[src/rtl/rrf_free_list_if.sv]
// Commit, allocation and RRF-query bus between the ROB/rename side and the
// retirement register file / physical-register free list.
interface rrf_free_list_if #(
  parameter int unsigned NUM_PHYS = 64,
  parameter int unsigned NUM_ARCH = 32
);
  localparam int unsigned PD_W    = $clog2(NUM_PHYS);
  localparam int unsigned RD_W    = $clog2(NUM_ARCH);
  localparam int unsigned OCC_W   = $clog2(NUM_PHYS - NUM_ARCH) + 1;
  localparam int unsigned COUNT_W = 64;

  logic               commit_valid;
  logic [PD_W-1:0]    commit_pd;
  logic [RD_W-1:0]    commit_rd;
  logic               commit_regf_we;
  logic               alloc_req;
  logic               alloc_valid;
  logic [PD_W-1:0]    alloc_pd;
  logic [OCC_W-1:0]   free_count;
  logic [RD_W-1:0]    query_arch;
  logic [PD_W-1:0]    query_pd;
  logic [COUNT_W-1:0] commit_count;
  logic               overflow_err;

  modport master (
    output commit_valid, commit_pd, commit_rd, commit_regf_we, alloc_req, query_arch,
    input  alloc_valid, alloc_pd, free_count, query_pd, commit_count, overflow_err
  );

  modport slave (
    input  commit_valid, commit_pd, commit_rd, commit_regf_we, alloc_req, query_arch,
    output alloc_valid, alloc_pd, free_count, query_pd, commit_count, overflow_err
  );
endinterface

[src/rtl/rrf_free_list.sv]
// Retirement register file plus circular physical-register free list, fed by
// the ROB commit stream and drained by rename allocation.
module rrf_free_list #(
  parameter int unsigned NUM_PHYS = 64,
  parameter int unsigned NUM_ARCH = 32
) (
  input  logic             clk,
  input  logic             rst,
  rrf_free_list_if.slave   bus
);
  localparam int unsigned PD_W     = $clog2(NUM_PHYS);
  localparam int unsigned RD_W     = $clog2(NUM_ARCH);
  localparam int unsigned FL_DEPTH = NUM_PHYS - NUM_ARCH;
  localparam int unsigned IDX_W    = $clog2(FL_DEPTH);
  localparam int unsigned PTR_W    = IDX_W + 1;
  localparam int unsigned COUNT_W  = 64;

  logic [PD_W-1:0]    rrf [NUM_ARCH];
  logic [PD_W-1:0]    fl  [FL_DEPTH];
  logic [PTR_W-1:0]   head;
  logic [PTR_W-1:0]   tail;
  logic [COUNT_W-1:0] commit_count;
  logic               overflow_err;

  logic               empty;
  logic               full;
  logic               commit_eff;
  logic               pop;
  logic               push_ok;
  logic               overflow_set;
  logic [PD_W-1:0]    old_pd;

  // Pointer-derived status and per-cycle events
  always_comb begin
    empty        = (head == tail);
    full         = (head[IDX_W-1:0] == tail[IDX_W-1:0]) && (head[IDX_W] != tail[IDX_W]);
    commit_eff   = bus.commit_valid && bus.commit_regf_we && (bus.commit_rd != RD_W'(0));
    pop          = bus.alloc_req && !empty;
    // A pop on a full list frees the slot the push lands in
    push_ok      = commit_eff && (!full || pop);
    overflow_set = commit_eff && full && !pop;
    old_pd       = rrf[bus.commit_rd];
  end

  always_ff @(posedge clk) begin
    if (rst) begin
      head         <= '0;
      tail         <= PTR_W'(FL_DEPTH);
      commit_count <= '0;
      overflow_err <= 1'b0;
      for (int i = 0; i < NUM_ARCH; i++) rrf[i] <= PD_W'(i);
      for (int i = 0; i < FL_DEPTH; i++) fl[i] <= PD_W'(NUM_ARCH + i);
    end else begin
      if (pop) head <= head + PTR_W'(1);
      if (push_ok) begin
        fl[tail[IDX_W-1:0]] <= old_pd;
        tail                <= tail + PTR_W'(1);
      end
      if (commit_eff) rrf[bus.commit_rd] <= bus.commit_pd;
      if (bus.commit_valid) commit_count <= commit_count + COUNT_W'(1);
      if (overflow_set) overflow_err <= 1'b1;
    end
  end

  // Outputs depend only on registered state (query_pd also on query_arch)
  always_comb begin
    bus.alloc_valid  = !empty;
    bus.alloc_pd     = fl[head[IDX_W-1:0]];
    bus.free_count   = tail - head;
    bus.query_pd     = rrf[bus.query_arch];
    bus.commit_count = commit_count;
    bus.overflow_err = overflow_err;
  end
endmodule

[src/flat_wrapper.sv]
// flat-port wrapper written by rule: the top's interface ports become plain ports
module rrf_free_list_flat 
#(
  parameter int unsigned NUM_PHYS = 64,
  parameter int unsigned NUM_ARCH = 32
)
  (clk, rst, bus_commit_valid, bus_commit_pd, bus_commit_rd, bus_commit_regf_we, bus_alloc_req, bus_query_arch, bus_alloc_valid, bus_alloc_pd, bus_free_count, bus_query_pd, bus_commit_count, bus_overflow_err);
  rrf_free_list_if #(.NUM_PHYS(NUM_PHYS), .NUM_ARCH(NUM_ARCH)) bus_i ();
  input  logic clk;
  input  logic rst;
  input wire logic [$bits(bus_i.commit_valid)-1:0] bus_commit_valid;
  input wire logic [$bits(bus_i.commit_pd)-1:0] bus_commit_pd;
  input wire logic [$bits(bus_i.commit_rd)-1:0] bus_commit_rd;
  input wire logic [$bits(bus_i.commit_regf_we)-1:0] bus_commit_regf_we;
  input wire logic [$bits(bus_i.alloc_req)-1:0] bus_alloc_req;
  input wire logic [$bits(bus_i.query_arch)-1:0] bus_query_arch;
  output wire logic [$bits(bus_i.alloc_valid)-1:0] bus_alloc_valid;
  output wire logic [$bits(bus_i.alloc_pd)-1:0] bus_alloc_pd;
  output wire logic [$bits(bus_i.free_count)-1:0] bus_free_count;
  output wire logic [$bits(bus_i.query_pd)-1:0] bus_query_pd;
  output wire logic [$bits(bus_i.commit_count)-1:0] bus_commit_count;
  output wire logic [$bits(bus_i.overflow_err)-1:0] bus_overflow_err;
  assign bus_i.commit_valid = bus_commit_valid;
  assign bus_i.commit_pd = bus_commit_pd;
  assign bus_i.commit_rd = bus_commit_rd;
  assign bus_i.commit_regf_we = bus_commit_regf_we;
  assign bus_i.alloc_req = bus_alloc_req;
  assign bus_i.query_arch = bus_query_arch;
  assign bus_alloc_valid = bus_i.alloc_valid;
  assign bus_alloc_pd = bus_i.alloc_pd;
  assign bus_free_count = bus_i.free_count;
  assign bus_query_pd = bus_i.query_pd;
  assign bus_commit_count = bus_i.commit_count;
  assign bus_overflow_err = bus_i.overflow_err;
  rrf_free_list #(.NUM_PHYS(NUM_PHYS), .NUM_ARCH(NUM_ARCH)) u_core (.clk(clk), .rst(rst), .bus(bus_i));
endmodule
[config.mk]
export PLATFORM = sky130hd
export DESIGN_NAME = rrf_free_list_flat
export DESIGN_NICKNAME = d
export VERILOG_FILES = /design/src/rtl/rrf_free_list_if.sv /design/src/rtl/rrf_free_list.sv /design/src/flat_wrapper.sv
export SDC_FILE = /design/constraint.sdc
export NUM_CORES = 1
export LEC_CHECK = 0
export CAP_MARGIN = 5
export CELL_PAD_IN_SITES_DETAIL_PLACEMENT = 1
export CELL_PAD_IN_SITES_GLOBAL_PLACEMENT = 1
export CORE_ASPECT_RATIO = 1.5
export CORE_UTILIZATION = 50
export DETAILED_ROUTE_END_ITERATION = 10
export GPL_TIMING_DRIVEN = 0
export PLACE_DENSITY_LB_ADDON = 0.25
export SYNTH_ARGS = -nofsm -noshare
export SYNTH_HDL_FRONTEND = slang
export SYNTH_SLANG_ARGS = --single-unit
[constraint.sdc]
create_clock -name clk -period 2.9 [get_ports clk]
set_input_delay 0.58 -clock clk [delete_from_list [all_inputs] [get_ports clk]]
set_output_delay 0.58 -clock clk [all_outputs]
set_load 0.1 [all_outputs]
==> results.sh <==
export IMPL_root_buffer="clkbuf_16"
export IMPL_hp_class="reg -> reg"
export IMPL_path_max_fanout=10
export IMPL_final_cell_mix="edfxtp_1 (384), nor2_1 (191), nand2_1 (156)"
export IMPL_ys_seq_area_share_pct=55.82
export IMPL_synth_cells=1879
export IMPL_end_kind="output pin"
export IMPL_die_w_microns=179.4
export IMPL_routed_via_density=6.444
export IMPL_synth_area_sq_um=23600
export IMPL_die_area_sq_um=48080
export IMPL_first_pass_iters=9
export IMPL_grt_overflow=0
export IMPL_final_hold_viol_count=0
export IMPL_drt_initial_drc_count=1404
export IMPL_grt_max_degree=15
export IMPL_synth_edff_count=384
export IMPL_synth_area_per_cell_sq_um=12.56
export IMPL_r2r_end="u_core.fl[12][2]"
export IMPL_status="finished with violations"
export IMPL_worst_path_max_delay_cell="mux4_2"
export IMPL_slew_headroom_pct=21.59
export IMPL_dp_hpwl_microns=59740
export IMPL_worstSetupEndpoint="bus_alloc_pd[3]"
export IMPL_crit_buf_inv=2
export IMPL_cts_tree="done"
export IMPL_die_height_microns=268.1
export IMPL_critPathMaxStageDelay_ns=0.55
export IMPL_fin_crit_ns=3.065
export IMPL_ys_flop_type="edfxtp_1"
export IMPL_clkSinkCount=466
export IMPL_grt_antenna_before_repair=3
export IMPL_grtUsageTotal_pct=34.42
export IMPL_crit_required_ns=2.32
export IMPL_nFillCells=4620
export IMPL_slew_violations=0
export IMPL_cap_violations=0
export IMPL_timing_rr_start="u_core.head[4]"
export IMPL_async_reset_ff_share_pct=0
export IMPL_r2r_cells=7
export IMPL_portBuffers=97
export IMPL_routabilityCongestion=0.9792
export IMPL_grt_pass1_vias=18480
export IMPL_post_route_period_util_pct=105.7
export IMPL_nets=2084
export IMPL_hold_buffers=0
export IMPL_ys_seq_elements=466
export IMPL_drive_gt1_share_pct=25.04
export IMPL_powerDensity_nw_per_um2=567.2
export IMPL_wl_per_cell_microns=30.41
export IMPL_fin_ws_ns=-0.1652
export IMPL_p_leak_nw=8.983
export IMPL_io_pins=105
export IMPL_routed_wl_microns=81550
export IMPL_core_area_sq_um=46600
export IMPL_cts_buffers=45
export IMPL_yosysTopAreaCellShare_pct=48.87
export IMPL_rrSetupSlack_ns=0.21
export IMPL_area_delta_synth_final_pct=17.81
export IMPL_layout_commonest_cell="edfxtp_1"
export IMPL_critical_path_top_delay_family="compound AO/OA/AOI/OAI gates"
export IMPL_drc=0
export IMPL_synth_cell_type_count=64
export IMPL_path_clk_slew_ns=0.06
export IMPL_finalSetupTns_ns=-1.493
export IMPL_netlist_top_cells_area="edfxtp_1 (49%), mux4_2 (12%), dfxtp_1 (7.0%)"
export IMPL_fin_worst_skew_ns=0.02298
export IMPL_rows=97
export IMPL_insertion_delay_ns=0.57
export IMPL_rsz0062_at_grt="yes"
export IMPL_start_util_pct=50.63
export IMPL_hold_slack_ns=0.5449
export IMPL_grt_pass1_wl_microns=118300
export IMPL_violations="setup timing"
export IMPL_final_antenna_net_count=0
export IMPL_crit_type="reg -> out"
export IMPL_irDropWorstVdd_mv=0.4341
export IMPL_num_vias=17280
export IMPL_yosys_area_top_type="edfxtp_1"
export IMPL_finalSetupViolCount=13
export IMPL_yosys_warnings=0
export IMPL_startpoint_type="flop"
export IMPL_cts_buffer_depth=3
export IMPL_path_cells="buf_12 -> mux4_2 -> a22o_4 -> a221oi_4 -> o21ai_2 -> buf_8"
export IMPL_clock_fmax_ghz=0.3262
export IMPL_htree_levels=2
export IMPL_crit_arrival_ns=2.49
export IMPL_tightest_slew_ns=1.176
export IMPL_path_depth=6
worst min path at each step:
stage,start,endpoint,depth (start not counted)
2_1_floorplan,u_core.head[3],u_core.head[5],3
3_3_place_gp,u_core.bus.commit_count[46],u_core.bus.commit_count[46],2
3_5_place_dp,u_core.bus.commit_count[44],u_core.bus.commit_count[44],2
4_1_cts,u_core.bus.commit_count[46],u_core.bus.commit_count[46],2
5_1_grt,u_core.bus.commit_count[41],u_core.bus.commit_count[41],2
6_report,u_core.bus.commit_count[44],u_core.bus.commit_count[44],2
cell usage after synthesis (7+ instances only):
cell type  number
nand2_2        18
nor4_1          9
a22oi_1        12
or2_2          54
nor2_1        202
buf_6           7
edfxtp_1      384
a21oi_1        22
nand3_1        36
inv_1          20
a21o_1         10
a22o_1         12
mux4_2        126
xor2_1         35
clkbuf_1       84
buf_4          15
nor2b_1         8
dfxtp_1        82
and4_1          9
and2_1         69
nor3_1         35
or3_1          74
a221oi_1       10
mux2i_1        35
ha_1           11
buf_2          32
o22ai_1        17
nand2_1       160
o21ai_0        19
nand2b_1       35
mux2_2         25
nand4_1        47
and3_1         71
xnor2_1        21
power breakdown:
part	switching (mW)	internal [mW]	leakage, nW	total (mW)
registers	0.140	7.42	4.13	7.56
logic	1.55	0.866	4.18	2.41
clock network	2.62	3.17	0.679	5.79
total	4.31	11.5	8.98	15.8
layer usage:
metal / track usage [%] / routed length [microns] / vias up / share of wire (%)
met5: 0 / 0 / - / 0
met4: 23.39 / 6694 / 0 / 8.2
met3: 4.867 / 5001 / 314 / 6.1
met2: 61.31 / 42460 / 873 / 52
met1: 37.45 / 27400 / 8710 / 34
li1: - / - / 7385 / -
flip-flops by register name (all words and copies together), names as in the netlist, named ones only:
register	flops
u_core.head	6
u_core.bus.overflow_err	1
u_core.bus.commit_count	64
u_core.tail	6
u_core.rrf	192
u_core.fl	192
per-stage QoR:
step | instances | power, mW | utilization (%) | instance area [sq um] | setup slack [ns]
floorplan | 1884 | 9.040 | - | 23700 | -0.1630
global placement | 2575 | 9.737 | 54.53 | 25420 | -2.048
detailed placement | 2575 | 9.801 | 54.53 | 25420 | -2.118
CTS | 2672 | 15.66 | 59.18 | 27580 | -0.1916
global route | 2681 | 16.03 | 59.64 | 27800 | -0.2546
finish | 2682 | 15.77 | 59.65 | 27800 | -0.1652
cells by family (layout without fill, tap and decap cells):
group,after synthesis,count (layout),synth area share [%]
DFF,466,466,55.82
muxes,187,187,14.82
and+or+nand+nor,860,860,19.15
adders and majority gates,12,12,0.6681
buffers and inverters,169,370,3.611
other,1,9,0.01589
AOI/OAI and AO/OA,128,128,3.839
xor gates and xnor gates,56,56,2.079
cell type report:
| cell class | count | area (sq um) | share of cell area (%) |
|---|---|---|---|
| plain buffers | 144 | 949.7 | 3.416 |
| diodes | 3 | 7.507 | 0.02701 |
| repair buffers | 125 | 1285 | 4.623 |
| clock inverters | 24 | 188.9 | 0.6797 |
| clock buffers | 57 | 1191 | 4.285 |
| flip-flops and latches | 466 | 13190 | 47.46 |
| inverters | 20 | 80.08 | 0.2881 |
| well taps | 594 | 743.2 | 2.674 |
| multi-input cells | 1249 | 10160 | 36.54 |
worst min-delay path, delay by kind of cell (launching register included):
| kind | cells | cell delay [ns] |
|---|---|---|
| DFF | 1 | 0.35 |
| AOI/OAI and AO/OA | 2 | 0.15 |
repair_timing:
| item | CTS | global route |
|---|---|---|
| cloned | 1 | 0 |
| endpoints found under the setup margin | 466 | 399 |
| resized for setup | 289 | 50 |
| setup buffers | 19 | 8 |
| pin swaps | 12 | 11 |
Note: power is estimated with default switching activity, not from simulation.
